<file path="src/rtl/pwm_pkg.sv">
// Shared types, default constants and saturating helpers for the PWM ramp controller.
package pwm_pkg;

    typedef enum logic [0:0] {
        ST_IDLE = 1'b0,
        ST_RAMP = 1'b1
    } pwm_state_e;

    localparam int PWM_PERIOD   = 10;
    localparam int PWM_CNT_W    = 4;
    localparam int PWM_STEP     = 2;
    localparam int PWM_RAMP_DIV = 4;
    localparam int PWM_DUTY_RST = 5;

    // a + b, clipped to max_val
    function automatic int unsigned sat_add(input int unsigned a, input int unsigned b,
                                            input int unsigned max_val);
        int unsigned sum_v;
        sum_v = a + b;
        return (sum_v > max_val) ? max_val : sum_v;
    endfunction

    // a - b, floored at zero
    function automatic int unsigned sat_sub(input int unsigned a, input int unsigned b);
        return (a < b) ? 32'd0 : (a - b);
    endfunction

endpackage

</file>
<file path="src/rtl/pwm_period_counter.sv">
// Free-running PWM period counter 0..PERIOD-1 with wrap and period-start strobes.
module pwm_period_counter
    import pwm_pkg::*;
#(
    parameter int PERIOD = PWM_PERIOD,
    parameter int CNT_W  = PWM_CNT_W
) (
    input  logic             clk,
    input  logic             rst,
    output logic [CNT_W-1:0] counter,
    output logic             wrap,
    output logic             period_start
);

    logic [CNT_W-1:0] cnt_q;
    logic [CNT_W-1:0] cnt_d;

    assign wrap         = (cnt_q == CNT_W'(PERIOD - 1));
    assign period_start = (cnt_q == '0);
    assign counter      = cnt_q;

    // next count: wrap back to zero at the end of a period
    always_comb begin
        cnt_d = cnt_q;
        if (wrap) begin
            cnt_d = '0;
        end else begin
            cnt_d = cnt_q + CNT_W'(1);
        end
    end

    // counter register
    always_ff @(posedge clk) begin
        if (rst) begin
            cnt_q <= '0;
        end else begin
            cnt_q <= cnt_d;
        end
    end

endmodule

</file>
<file path="src/rtl/pwm_ramp_ctrl.sv">
// Duty ramp controller: accepts target/inc/dec in IDLE, steps duty at period boundaries.
// Optional done_irq pulse on ramp completion when PWM_RAMP_DONE_IRQ_EN is defined.
module pwm_ramp_ctrl
    import pwm_pkg::*;
#(
    parameter int PERIOD   = PWM_PERIOD,
    parameter int CNT_W    = PWM_CNT_W,
    parameter int STEP     = PWM_STEP,
    parameter int RAMP_DIV = PWM_RAMP_DIV,
    parameter int DUTY_RST = PWM_DUTY_RST
) (
    input  logic             clk,
    input  logic             rst,
    input  logic             tgt_valid,
    output logic             tgt_ready,
    input  logic [CNT_W-1:0] tgt_duty,
    input  logic             inc_pulse,
    input  logic             dec_pulse,
    output logic [CNT_W-1:0] duty_out,
    output logic             ramping,
    output logic             period_start,
    output logic             pwm
`ifdef PWM_RAMP_DONE_IRQ_EN
    ,
    output logic             done_irq
`endif
);

    localparam int DIV_W = (RAMP_DIV > 1) ? $clog2(RAMP_DIV) : 1;

    pwm_state_e       state_q, state_d;
    logic [CNT_W-1:0] target_q, target_d;
    logic [CNT_W-1:0] duty_q, duty_d;
    logic [DIV_W-1:0] div_q, div_d;
    logic             done_q, done_d;

    logic [CNT_W-1:0] counter_s;
    logic             wrap_s;
    logic             accept_s;
    logic [CNT_W-1:0] req_tgt_s;
    logic [CNT_W-1:0] diff_s;
    logic [CNT_W-1:0] step_s;
    logic [CNT_W-1:0] stepped_duty_s;

    pwm_period_counter #(
        .PERIOD (PERIOD),
        .CNT_W  (CNT_W)
    ) u_cnt (
        .clk          (clk),
        .rst          (rst),
        .counter      (counter_s),
        .wrap         (wrap_s),
        .period_start (period_start)
    );

    assign pwm      = (counter_s < duty_q);
    assign duty_out = duty_q;

    // request decode: tgt_valid wins; simultaneous inc and dec cancel out
    always_comb begin
        accept_s  = 1'b0;
        req_tgt_s = target_q;
        if (tgt_valid) begin
            accept_s  = 1'b1;
            req_tgt_s = (tgt_duty > CNT_W'(PERIOD)) ? CNT_W'(PERIOD) : tgt_duty;
        end else if (inc_pulse && !dec_pulse) begin
            accept_s  = 1'b1;
            req_tgt_s = CNT_W'(sat_add(32'(target_q), 32'(STEP), 32'(PERIOD)));
        end else if (dec_pulse && !inc_pulse) begin
            accept_s  = 1'b1;
            req_tgt_s = CNT_W'(sat_sub(32'(target_q), 32'(STEP)));
        end else begin
            accept_s  = 1'b0;
            req_tgt_s = target_q;
        end
    end

    // ramp step: move by STEP but never overshoot the target
    always_comb begin
        diff_s = (target_q > duty_q) ? (target_q - duty_q) : (duty_q - target_q);
        step_s = (diff_s > CNT_W'(STEP)) ? CNT_W'(STEP) : diff_s;
        if (target_q > duty_q) begin
            stepped_duty_s = duty_q + step_s;
        end else begin
            stepped_duty_s = duty_q - step_s;
        end
    end

    // next-state logic
    always_comb begin
        state_d  = state_q;
        target_d = target_q;
        duty_d   = duty_q;
        div_d    = div_q;
        done_d   = 1'b0;
        case (state_q)
            ST_IDLE: begin
                if (accept_s) begin
                    target_d = req_tgt_s;
                    if (req_tgt_s != duty_q) begin
                        div_d   = '0;
                        state_d = ST_RAMP;
                    end else begin
                        state_d = ST_IDLE;
                    end
                end else begin
                    state_d = ST_IDLE;
                end
            end
            ST_RAMP: begin
                if (wrap_s) begin
                    if (div_q == DIV_W'(RAMP_DIV - 1)) begin
                        div_d  = '0;
                        duty_d = stepped_duty_s;
                        if (stepped_duty_s == target_q) begin
                            state_d = ST_IDLE;
                            done_d  = 1'b1;
                        end else begin
                            state_d = ST_RAMP;
                        end
                    end else begin
                        div_d = div_q + DIV_W'(1);
                    end
                end else begin
                    div_d = div_q;
                end
            end
            default: begin
                state_d = ST_IDLE;
            end
        endcase
    end

    // state and datapath registers
    always_ff @(posedge clk) begin
        if (rst) begin
            state_q  <= ST_IDLE;
            target_q <= CNT_W'(DUTY_RST);
            duty_q   <= CNT_W'(DUTY_RST);
            div_q    <= '0;
            done_q   <= 1'b0;
        end else begin
            state_q  <= state_d;
            target_q <= target_d;
            duty_q   <= duty_d;
            div_q    <= div_d;
            done_q   <= done_d;
        end
    end

    // output decode
    always_comb begin
        tgt_ready = (state_q == ST_IDLE);
        ramping   = (state_q == ST_RAMP);
    end

`ifdef PWM_RAMP_DONE_IRQ_EN
    assign done_irq = done_q;
`else
    logic unused_done_s;
    assign unused_done_s = done_q;
`endif

endmodule
</file>
<file path="config.mk">
export PLATFORM = sky130hd
export DESIGN_NAME = pwm_ramp_ctrl
export DESIGN_NICKNAME = d
export VERILOG_FILES = /design/src/rtl/pwm_pkg.sv /design/src/rtl/pwm_period_counter.sv /design/src/rtl/pwm_ramp_ctrl.sv
export SDC_FILE = /design/constraint.sdc
export NUM_CORES = 1
export LEC_CHECK = 0
export ABC_AREA = 1
export BUFFER_PORTS_ARGS = -buffer_cell sky130_fd_sc_hd__buf_2
export CAP_MARGIN = 20
export CORE_UTILIZATION = 59
export CTS_BUF_LIST = sky130_fd_sc_hd__clkbuf_4 sky130_fd_sc_hd__clkbuf_8 sky130_fd_sc_hd__clkbuf_16
export DETAILED_ROUTE_END_ITERATION = 8
export PLACE_DENSITY_LB_ADDON = 0.1
export SYNTH_ARGS = -nofsm -noshare
export SYNTH_HDL_FRONTEND = slang
export SYNTH_SLANG_ARGS = --single-unit
</file>
<file path="constraint.sdc">
create_clock -name clk -period 6.2 [get_ports clk]
set_clock_uncertainty 0.1 [all_clocks]
set_input_delay 0.31 -clock clk [delete_from_list [all_inputs] [get_ports clk]]
set_output_delay 0.31 -clock clk [all_outputs]
set_load 0.02 [all_outputs]
</file>
Word level (Yosys, flattened, before mapping)
Index checks and enable logic that the tools add are counted.

Word-level logic and storage cells: 59. Flip-flop bits (word level): 15. Bits of input ports: 9.

Muxes and demuxes: 23. Equal/unequal tests: 7. Add/sub/neg operators: 8. Order comparisons: 6. Reduce and logical (&&, ||, !) cells: 9. Bitwise logic cells: 1.

Operators with widths (number): two-way mux 4 bit (9); subtractor 4 bit (3); two-way mux 1 bit (8); two-way mux 2 bit (4); != test 2 x 1 -> 1 bit (second input constant) (3); AND reduction 3 bit (2); adder 4 x 2 -> 5 bit (second input constant) (1); greater-than comparator 5 x 4 -> 1 bit (second input constant) (1); adder 4 x 1 -> 4 bit (second input constant) (1); adder 4 bit (1); == test 4 bit (1); == test 4 bit (second input constant) (1); greater-than comparator 4 x 2 -> 1 bit (second input constant) (1); greater-than comparator 4 bit (1); greater-than comparator 4 bit (second input constant) (1); zero test 4 bit (1); less-than comparator 4 x 2 -> 1 bit (second input constant) (1); less-than comparator 4 bit (1); != test 4 bit (1); case mux 2 bit (2 select lines) (1); subtractor 4 x 2 -> 4 bit (second input constant) (1); adder 2 x 1 -> 2 bit (second input constant) (1); == test 2 bit (second input constant) (1); logical AND 1 bit (2); 5 further kinds (6).

Longest topological paths before layout
Gate-level depths: netlist (run 1).

Depth in word-level cells: 11. Mapped depth: 28. Depth with buffers taken out: 28.

Cells and area by module
A second synthesis (run 1) with hierarchy kept.

Cell total of the unflattened synthesis: 230. Area total of the unflattened synthesis: 1559.0 µm².

By module, submodules not included: pwm_ramp_ctrl (cells an instance 204, instances 1, area an instance 1347.5 µm², sequential area each 220.2 µm²); pwm_period_counter (cells an instance 26, instances 1, area an instance 211.5 µm², sequential area each 80.1 µm²).

Worst setup path after synthesis (run 1)
Ideal clock, no wire load.

Path type: register to register. Start point: reg duty_q[1], in the netlist duty_out[1]. End point: reg state_q, in the netlist ramping. Period minus slack after synthesis: 3.788 ns. Slack: 2.412 ns. Arrival: 3.560 ns. Library setup time: 0.127 ns. Cell stages (with the launch flop): 26. Data required time: 5.973 ns. Cells stage by stage: dfxtp_1 > inv_1 > fa_1 > nand3_1 > nand3_1 > nand2_2 > nand3_2 > nand2_2 > nand2_1 > nor2_1 > inv_1 > ha_1 > inv_1 > o21ai_0 > inv_1 > ha_1 > nand2_1 > o21ai_0 > xor2_1 > inv_1 > nand3_1 > nand2_1 > nand2_1 > nand3_1 > nand2_1 > a21oi_2.

Longest elaborated chain between the ends: 11. Elaborated cells between the ends (all ways): 17.

RTL lines: from (decl) (RTL line pwm_ramp_ctrl.sv:33) `logic [CNT_W-1:0] duty_q, duty_d;`; from (signal assigned) (RTL line pwm_ramp_ctrl.sv:139) `duty_q <= CNT_W'(DUTY_RST);`; from (signal assigned) (RTL line pwm_ramp_ctrl.sv:145) `duty_q <= duty_d;`; subtractor 4 bit / greater-than comparator 4 bit (equally long branches) (RTL line pwm_ramp_ctrl.sv:80, pwm_ramp_ctrl.sv:82); two-way mux 4 bit (RTL line pwm_ramp_ctrl.sv:80) `diff_s = (target_q > duty_q) ? (target_q - duty_q) : (duty_q - target_q);`; greater-than comparator 4 x 2 -> 1 bit (RTL line pwm_ramp_ctrl.sv:81) `step_s = (diff_s > CNT_W'(STEP)) ? CNT_W'(STEP) : diff_s;`; two-way mux 4 bit (RTL line pwm_ramp_ctrl.sv:81); subtractor 4 bit / adder 4 bit (equally long branches) (RTL line pwm_ramp_ctrl.sv:85, pwm_ramp_ctrl.sv:83); two-way mux 4 bit (RTL line pwm_ramp_ctrl.sv:82) `if (target_q > duty_q) begin`; == test 4 bit (RTL line pwm_ramp_ctrl.sv:115) `if (stepped_duty_s == target_q) begin`; two-way mux 1 bit (RTL line pwm_ramp_ctrl.sv:115); two-way mux 1 bit (RTL line pwm_ramp_ctrl.sv:112) `if (div_q == DIV_W'(RAMP_DIV - 1)) begin`; two-way mux 1 bit (RTL line pwm_ramp_ctrl.sv:111) `if (wrap_s) begin`; case mux 1 bit (2 select lines) * (RTL line pwm_ramp_ctrl.sv:96) `case (state_q)`; to (signal assigned) (RTL line pwm_ramp_ctrl.sv:143) `state_q <= state_d;`; to (decl) (RTL line pwm_ramp_ctrl.sv:31) `pwm_state_e state_q, state_d;`.

Every way passes the cells marked *; elsewhere a longest branch is shown, timed or not. A chain may end at the register's enable or synchronous reset.

Worst setup path in the final report (run 1)
Start point: reg duty_q[0], in the netlist duty_out[0]. End point: reg state_q, in the netlist ramping.

The elaborated chain is that of the path after synthesis.

==> summary.txt, run 1 <==
Run status
  • Status: finished clean

Setup path
  • Crit-path slowest cell: dfxtp_1
  • Crit-path most repeated cell: nand2_1
  • RR Endpoint: ramping$_SDFF_PP0_
  • Worst EP arrival: 4.24 ns
  • Largest delay share family, worst path: adder cells
  • Reg2Reg Launch Point: duty_out[0]$_SDFFE_PP1P_
  • CP Capture Type: flop
  • CP Class: flop to flop
  • Type of origin of the critical path: flop
  • Critical Path RT: 6.29 ns
  • Reg2Reg Setup Slack: 2.05 ns
  • Largest stage delay on the critical path: 0.43 ns
  • Critical path buffer and inverter count: 7
  • Worst-path fanout max: 5
  • Worst R2R Path Depth: 27

Power and ir drop
  • Maximum vdd ir drop: 151 µV
  • Internal power: 0.000202 W
  • Pleak: 0.930 nW
  • P per Cell Area: 219 nW/µm²
  • Net Sw Frac: 45.2%
  • Sequential Power Share: 30.8%
  • Combinational share of power: 53.1%
  • Psw: 0.000166 W
  • Clock share of power: 16.1%

Final layout
  • Share of cells above drive strength 1: 12.9%
  • Non-filler cells, final: 285
  • Nets@finish: 290
  • Most frequent cells in the layout: nand2_1 (56), inv_1 (39), nand3_1 (25), ha_1 (22), o21ai_0 (18)
  • Design Area, Final: 1680 µm²
  • Commonest non-fill, non-tap cell in the layout: nand2_1
  • Antenna Cells: 0
  • Layout area overhead: 8.69%
  • Share of the core filled with cells: 67.6%
  • Filler cell count: 238

Synthesis
  • Yosys top cell by area: dfxtp_1
  • Synthesized area: 1540 µm²
  • Unique masters post-synth: 27
  • Post-synthesis mux area share: 0%
  • Share of synthesized registers carrying an async set or reset: 0%
  • Post-Synth Simple-Gate Area: 31.6%
  • Post-synthesis instance total: 237
  • Syn avg cell area: 6.50 µm²
  • Largest family of logic cells by synthesized area: simple AND/OR/NAND/NOR gates
  • Post-Synth XOR/XNOR Area: 2.27%
  • Register area share after synthesis: 19.5%
  • Synth top area share: 19.5%
  • Post-synth top flop: dfxtp_1
  • Number of synthesized register bits: 15
  • Syn Nets: 271
  • Post-synthesis compound-gate area fraction: 14.2%
  • Post-synth EDFFs: 0
  • Post-Synth Adder-Cell Area: 21.8%
  • YS warnings: 0
  • Synth area leaders: dfxtp_1 (19%), ha_1 (18%), nand2_1 (14%)

Die
  • Chip Width: 53.1 µm
  • FP Rows: 18
  • Core region area: 2480 µm²
  • DIE HEIGHT: 53.1 µm
  • I/O pin total: 17
  • Die ar.: 2820 µm²
  • Initial core utilization: 62.2%

Clock tree
  • Worst-Skew Late Latency: 0.30 ns
  • Clock transition at path regs: 0.10 ns
  • Setup Fix Bufs, Post-CTS: 0
  • CTS buffer count: 3
  • H-tree levels: 1
  • CTS resizes: 0
  • Max clock buf depth: 2
  • CTS tree: yes
  • Sink Count: 15
  • CTS Root Buffer Type: clkbuf_4
  • Hold_buf cts: 0

Global routing
  • First-pass GRT wire length: 5760 µm
  • Vias in the first global route: 1344
  • GRT Total Usage: 28.0%
  • Largest net degree at the start of global routing: 10
  • Initial antenna violation count: 0
  • Total grt overflow: 0

Routing
  • DRT iter0 DRCs: 38
  • Antenna Nets Post-Route: 0
  • DRC Markers: 0
  • Routed vias/inst: 5.25
  • Final wirelength: 3460 µm
  • 1st-pass router iterations: 4
  • Routed WL per cell: 12.1 µm
  • Via count: 1497

STA
  • Setup TNS: 0 ns
  • Slew margin rel.: 55.3%
  • Setup violators final: 0
  • Final Cycle Share: 66.9%
  • Max Slew Vio Count: 0
  • Clock period minus worst slack: 4.15 ns
  • Unrepaired setup endpoints after global routing: no
  • Final Hold Viols: 0
  • Fmax: 241 MHz
  • Worst-margin pin slew: 0.670 ns

Min path
  • Hold/Removal Path Class: primary input to flop
  • Hold Path Stages: 2
  • Min-delay src: rst
  • End of the worst hold path: ramping$_SDFF_PP0_

Placement
  • Placement Cell Area: 1650 µm²
  • Count of input and output buffers: 16
  • Cell Count Post-Placement: 281
  • Dpl hpwl: 2800 µm
  • Placer Congestion: 0.899

Run
  • Max Cap Viol: 0
-- flip-flops by register name, indices dropped and copies added (netlist names) --
register,cells
ramping,1
target_q,4
u_cnt.counter,4
div_q,2
duty_out,4
-- cells by family after synthesis --
family          Yosys count
buf+inv                  43
simple gates            109
fa+ha+maj                25
flops                    15
compound gates           41
xor+xnor                  4
-- cell usage after synthesis (2+ instances only) --
cell type and n:
o21ai_0 18, nor2_1 15, inv_1 39, nand2_2 4, nand3_1 25, nand3_2 2
dfxtp_1 15, xor2_1 2, ha_1 22, a21oi_2 2, fa_1 3, inv_2 2
nand2_1 56, xnor2_1 2, nand4_1 2, a21oi_1 17
-- metal layers --
metal	vias up	wire length [µm]	global-route usage [%]
li1	804	-	-
met3	7	145	1.72
met2	34	1640	47.7
met5	-	0	0
met4	0	55	7.89
met1	652	1620	37.6
-- power by group through the flow --
stage	logic, W	clock network (W)	registers, W
after detailed placement	0.000192	0	0.000115
after floorplan	0.000153	0	0.000112
final	0.000195	0.0000593	0.000113
after CTS	0.000193	0.0000615	0.000113
after global routing	0.000222	0.0000636	0.000114
after global placement	0.000188	0	0.000115
-- final cells by class --
cell class,count,area (µm²),area share [%]
multi-input cells,179,1080,64.2
flip-flops and latches,15,300,17.9
inverters,41,154,9.19
repair buffers,16,80.1,4.78
well taps,30,37.5,2.24
clock buffers,3,22.5,1.34
clock inverters,1,5.00,0.299
-- metrics by stage --
stage	setup slack [ns]	hold WS (ns)	power [W]
after floorplan	2.41	0.333	0.000265
after global placement	2.24	0.356	0.000303
after detailed placement	2.11	0.357	0.000307
after CTS	2.11	0.165	0.000368
after global routing	1.65	0.181	0.000400
final	2.05	0.172	0.000368
-- worst max-delay path by stage --
stage | slack (ns) | from | to | cells after the start
after floorplan | 2.41 | duty_out[1]$_SDFFE_PP0P_ | ramping$_SDFF_PP0_ | 25
after global placement | 2.24 | duty_out[0]$_SDFFE_PP1P_ | ramping$_SDFF_PP0_ | 27
after detailed placement | 2.11 | duty_out[1]$_SDFFE_PP0P_ | ramping$_SDFF_PP0_ | 25
after CTS | 2.11 | duty_out[1]$_SDFFE_PP0P_ | ramping$_SDFF_PP0_ | 25
after global routing | 1.65 | duty_out[0]$_SDFFE_PP1P_ | ramping$_SDFF_PP0_ | 27
final | 2.05 | duty_out[0]$_SDFFE_PP1P_ | ramping$_SDFF_PP0_ | 27
Power figures use the tool's default switching activity.
==> run 2, diff against run 1 <==
clock period = 4.1 ns   (was 6.2 ns; I/O delays follow)
==> summary.txt, run 2 (same netlist as run 1, synthesis figures left out) <==
Global routing
  • Initial antenna violation count: 0 (unchanged)
  • Vias in the first global route: 1260 (-6.3%)
  • Largest net degree at the start of global routing: 10 (unchanged)
  • GRT Total Usage: 27.6% (-0.46 points)
  • Total grt overflow: 0 (unchanged)
  • First-pass GRT wire length: 5600 µm (-2.9%)

Clock tree
  • Hold_buf cts: 0 (unchanged)
  • CTS buffer count: 3 (unchanged)
  • Max clock buf depth: 2 (unchanged)
  • CTS tree: yes
  • Clock transition at path regs: 0.10 ns (about the same)
  • H-tree levels: 1 (unchanged)
  • Sink Count: 15 (unchanged)
  • CTS Root Buffer Type: clkbuf_4
  • Worst-Skew Late Latency: 0.29 ns (about the same)

Die
  • I/O pin total: 17 (unchanged)
  • Core region area: 2480 µm² (unchanged)
  • FP Rows: 18 (unchanged)
  • Initial core utilization: 62.2% (unchanged)
  • Chip Width: 53.1 µm (unchanged)
  • Die ar.: 2820 µm² (unchanged)
  • DIE HEIGHT: 53.1 µm (unchanged)

Routing
  • Routed vias/inst: 5.30 (+0.95%)
  • Via count: 1543 (+3.1%)
  • DRT iter0 DRCs: 65 (+71%)
  • 1st-pass router iterations: 4 (unchanged)
  • DRC Markers: 0 (unchanged)
  • Antenna Nets Post-Route: 0 (unchanged)
  • Routed WL per cell: 12.3 µm (+1.4%)
  • Final wirelength: 3580 µm (+3.5%)

Setup path
  • Critical Path RT: 4.20 ns (-2.09 ns)
  • Largest delay share family, worst path: simple AND/OR/NAND/NOR gates
  • Worst Setup SP: target_q[0]$_SDFFE_PP1P_
  • Critical path buffer and inverter count: 4 (-3)
  • Crit path depth: 25 (-7.4%)
  • Reg2Reg Launch Point: target_q[0]$_SDFFE_PP1P_
  • Worst EP arrival: 3.87 ns (-0.37 ns)
  • Largest stage delay on the critical path: 0.40 ns (-0.03 ns)
  • Worst-path fanout max: 5 (unchanged)
  • Worst R2R Path Depth: 25 (-7.4%)
  • RR Endpoint: ramping$_SDFF_PP0_
  • Crit-path most repeated cell: nand2_1
  • CP Class: flop to flop
  • CP Capture Type: flop
  • Crit path to: ramping$_SDFF_PP0_
  • Reg2Reg Setup Slack: 0.33 ns (-1.73 ns)
  • Crit-path slowest cell: fa_1
  • Type of origin of the critical path: flop

Power and ir drop
  • P per Cell Area: 329 nW/µm² (+50%)
  • Total power: 0.000568 W (+54%)
  • Pleak: 0.961 nW (+3.3%)
  • Maximum vdd ir drop: 278 µV (+84%)

STA
  • Clock period minus worst slack: 3.77 ns (-0.373 ns)
  • Final Hold Viols: 0 (unchanged)
  • Slew margin rel.: 55.1% (-0.26 points)
  • Fmax: 265 MHz (+9.9%)
  • Setup TNS: 0 ns (unchanged)
  • Setup violators final: 0 (unchanged)
  • Final Cycle Share: 92.0% (+25 points)
  • Max Slew Vio Count: 0 (unchanged)
  • Worst-margin pin slew: 0.674 ns (+0.00383 ns)
  • Hold Worst Slack: 0.0711 ns (-0.101 ns)

Final layout
  • Layout area overhead: 11.9%
  • Share of cells above drive strength 1: 15.7% (+2.8 points)
  • Antenna Cells: 0 (unchanged)
  • Most frequent cells in the layout: nand2_1 (56), inv_1 (39), nand3_1 (25), ha_1 (22), a21oi_1 (17)
  • Nets@finish: 296 (+2.1%)
  • Non-filler cells, final: 291 (+2.1%)
  • Design Area, Final: 1730 µm² (+3.0%)
  • Commonest non-fill, non-tap cell in the layout: nand2_1
  • Filler cell count: 233 (-2.1%)

Min path
  • Hold/Removal Path Class: primary input to flop

Placement
  • Placement Cell Area: 1690 µm² (+2.7%)
  • Cell Count Post-Placement: 287 (+2.1%)
  • Count of input and output buffers: 16 (unchanged)
  • Dpl hpwl: 2900 µm (+3.5%)
  • Placer Congestion: 0.904 (+0.51%)

Run
  • Max Cap Viol: 0 (unchanged)

Run status
  • Status: finished clean
## run 2: worst min-delay path by stage
stage,endpoint,startpoint,depth (start not counted),slack [ns]
global placement,div_q[0]$_SDFFE_PP0P_,div_q[0]$_SDFFE_PP0P_,1,0.36
finish,ramping$_SDFF_PP0_,rst,2,0.07
global route,ramping$_SDFF_PP0_,rst,2,0.08
CTS,ramping$_SDFF_PP0_,rst,2,0.07
detailed placement,div_q[0]$_SDFFE_PP0P_,div_q[0]$_SDFFE_PP0P_,1,0.37
floorplan,target_q[3]$_SDFFE_PP0P_,tgt_valid,3,0.33
## run 2: power breakdown
part / internal [W] / leakage, nW / switching (W)
Combinational: 0.000122 / 0.821 / 0.000193
Sequential: 0.000155 / 0.123 / 0.0000108
Clock: 0.0000363 / 0.0177 / 0.0000510
## run 2: cell type report
| class | instances | area, µm² | area share, % |
|---|---|---|---|
| Clock buffer | 3 | 22.5 | 1.31 |
| Clock inverter | 1 | 5.00 | 0.290 |
| Inverter | 41 | 154 | 8.92 |
| Multi-Input combinational cell | 179 | 1080 | 62.6 |
| Sequential cell | 15 | 302 | 17.5 |
| Tap cell | 30 | 37.5 | 2.18 |
| Timing Repair Buffer | 22 | 125 | 7.25 |
## run 2: timing repair
item / CTS / global route
hold endpoints to repair: 0 / 0
endpoints found under the setup margin: 0 / 2
setup buffers: 0 / 0
gates resized for setup: 0 / 4
## run 2: metrics by stage
stage	worst slack [ns]	util [%]
floorplan	0.312	-
global placement	0.176	68.3
detailed placement	0.137	68.3
CTS	0.112	69.4
global route	-0.000533	69.6
finish	0.326	69.6
## run 2: per-layer routing
layer	up-vias	track usage (%)	wire length, µm
li1	816	-	-
met1	673	37.4	1610
met2	49	45.1	1700
met3	5	2.87	230
met4	0	8.77	44
met5	-	0	0
==> run 3, diff against run 2 <==
BUFFER_PORTS_ARGS = -buffer_cell sky130_fd_sc_hd__clkbuf_2   (was -buffer_cell sky130_fd_sc_hd__buf_2)
==> summary.txt, run 3 (same netlist as run 1, synthesis figures left out) <==
Clock tree
  • Max clock buf depth: 2 (unchanged)
  • Worst-Skew Late Latency: 0.30 ns (about the same)
  • Sink Count: 15 (unchanged)
  • CTS tree: yes
  • H-tree levels: 1 (unchanged)
  • CTS Root Buffer Type: clkbuf_4
  • Setup Fix Bufs, Post-CTS: 0 (unchanged)
  • CTS buffer count: 3 (unchanged)
  • Clock transition at path regs: 0.10 ns (about the same)

STA
  • Setup TNS: 0 ns (unchanged)
  • Final Cycle Share: 92.7% (+0.62 points)
  • Setup violators final: 0 (unchanged)
  • Max Slew Vio Count: 0 (unchanged)
  • Worst-margin pin slew: 0.632 ns (-0.0425 ns)
  • Slew margin rel.: 57.9% (+2.8 points)
  • Clock period minus worst slack: 3.80 ns (+0.0253 ns)
  • Hold Worst Slack: 0.0797 ns (+0.00859 ns)
  • Final Hold Viols: 0 (unchanged)
  • Fmax: 263 MHz (-0.67%)

Global routing
  • GR Util met2: 47.7% (+2.5 points)
  • GRT Total Usage: 27.9% (+0.38 points)
  • Routing usage on met3: 3.45% (+0.57 points)
  • Met1 Use GR: 35.8% (-1.7 points)
  • First-pass GRT wire length: 5590 µm (-0.11%)
  • Vias in the first global route: 1311 (+4.0%)
  • Initial antenna violation count: 0 (unchanged)
  • Total grt overflow: 0 (unchanged)
  • Largest net degree at the start of global routing: 10 (unchanged)
  • Top Usage Layer GRT: met2

Final layout
  • Nets@finish: 297 (+0.34%)
  • Non-filler cells, final: 292 (+0.34%)
  • Filler cell count: 216 (-7.3%)
  • Share of cells above drive strength 1: 16.0% (+0.32 points)
  • Commonest non-fill, non-tap cell in the layout: nand2_1
  • Layout area overhead: 12.4%
  • Antenna Cells: 0 (unchanged)
  • Most frequent cells in the layout: nand2_1 (56), inv_1 (39), nand3_1 (25), ha_1 (22)
  • Multi-input logic area: 1080 µm² (unchanged)
  • Reg area: 302 µm² (unchanged)

Die
  • Initial core utilization: 62.2% (unchanged)
  • Chip Width: 53.1 µm (unchanged)
  • Die ar.: 2820 µm² (unchanged)
  • Core region area: 2480 µm² (unchanged)
  • FP Rows: 18 (unchanged)
  • I/O pin total: 17 (unchanged)
  • DIE HEIGHT: 53.1 µm (unchanged)

Routing
  • Final wirelength: 3480 µm (-2.8%)
  • Antenna Nets Post-Route: 0 (unchanged)
  • Via count: 1546 (+0.19%)
  • Routed WL per cell: 11.9 µm (-3.2%)
  • 1st-pass router iterations: 5 (+1)
  • Routed vias/inst: 5.29 (-0.15%)
  • DRC Markers: 0 (unchanged)
  • DRT iter0 DRCs: 47 (-28%)

Setup path
  • Type of origin of the critical path: flop
  • Worst EP arrival: 3.90 ns (+0.03 ns)
  • Critical path buffer and inverter count: 7 (+3)
  • CP Capture Type: flop
  • Crit-path most repeated cell: nand2_1
  • CP Class: flop to flop
  • Largest stage delay on the critical path: 0.42 ns (+0.02 ns)
  • Critical Path RT: 4.20 ns (about the same)
  • Largest delay share family, worst path: adder cells
  • Crit-path slowest cell: fa_1
  • Worst-path fanout max: 5 (unchanged)

Run
  • Max Cap Viol: 0 (unchanged)

Power and ir drop
  • P per Cell Area: 325 nW/µm² (-1.2%)
  • Total power: 0.000563 W (-0.81%)
  • Pleak: 0.970 nW (+0.94%)
  • Maximum vdd ir drop: 285 µV (+2.5%)

Placement
  • Cell Count Post-Placement: 288 (+0.35%)
  • Placer Congestion: 0.888 (-1.8%)
  • Dpl hpwl: 2850 µm (-1.7%)
  • Count of input and output buffers: 16 (unchanged)

Min path
  • Hold/Removal Path Class: primary input to flop

Run status
  • Status: finished clean
## run 3: changes by cell type in the layout (fill, tap and decap cells not counted), sizes merged
cell / before / now
buf: 22 / 7
clkbuf: 3 / 19
## run 3: area by class of cell
class / count / share of cell area [%]
multi-input cells: 179 / 62.3
flip-flops and latches: 15 / 17.4
inverters: 41 / 8.88
repair buffers: 23 / 7.65
well taps: 30 / 2.17
clock buffers: 3 / 1.30
clock inverters: 1 / 0.289
## run 3: power breakdown
group	leakage, nW	total [W]	switching, W	internal [W]
registers	0.123	0.000168	0.0000131	0.000155
logic	0.830	0.000308	0.000186	0.000121
clock network	0.0177	0.0000874	0.0000511	0.0000363
## run 3: final timing paths
| check | cells after the start | to | start | slack, ns |
|---|---|---|---|---|
| worst max register to register | 27 | ramping$_SDFF_PP0_ | duty_out[0]$_SDFFE_PP1P_ | 0.30 |
| worst min register to register | 1 | div_q[0]$_SDFFE_PP0P_ | div_q[0]$_SDFFE_PP0P_ | 0.38 |
| worst max-delay path | 27 | ramping$_SDFF_PP0_ | duty_out[0]$_SDFFE_PP1P_ | 0.30 |
| worst min-delay path | 2 | ramping$_SDFF_PP0_ | rst | 0.08 |
## run 3: through the flow
stage                     instance area, µm²  utilization, %  worst slack (ns)
final                                   1730            69.9             0.301
after CTS                               1730            69.7            0.0711
after detailed placement                1700            68.6            0.0995
after floorplan                         1540               -             0.312
after global routing                    1730            69.9          -0.00536
after global placement                  1700            68.6             0.164
## run 3: layer usage
layer	part of all wire, %	routed length, µm	vias to the layer above
met5	0	0	-
li1	-	-	822
met2	47	1640	45
met4	1.4	50	0
met1	46	1620	672
met3	5.1	179	7
## run 3: what timing repair did
| action | CTS | global route |
|---|---|---|
| gates resized for setup | 0 | 3 |
| endpoints found under the setup margin | 0 | 2 |
| hold buffers | 0 | 0 |
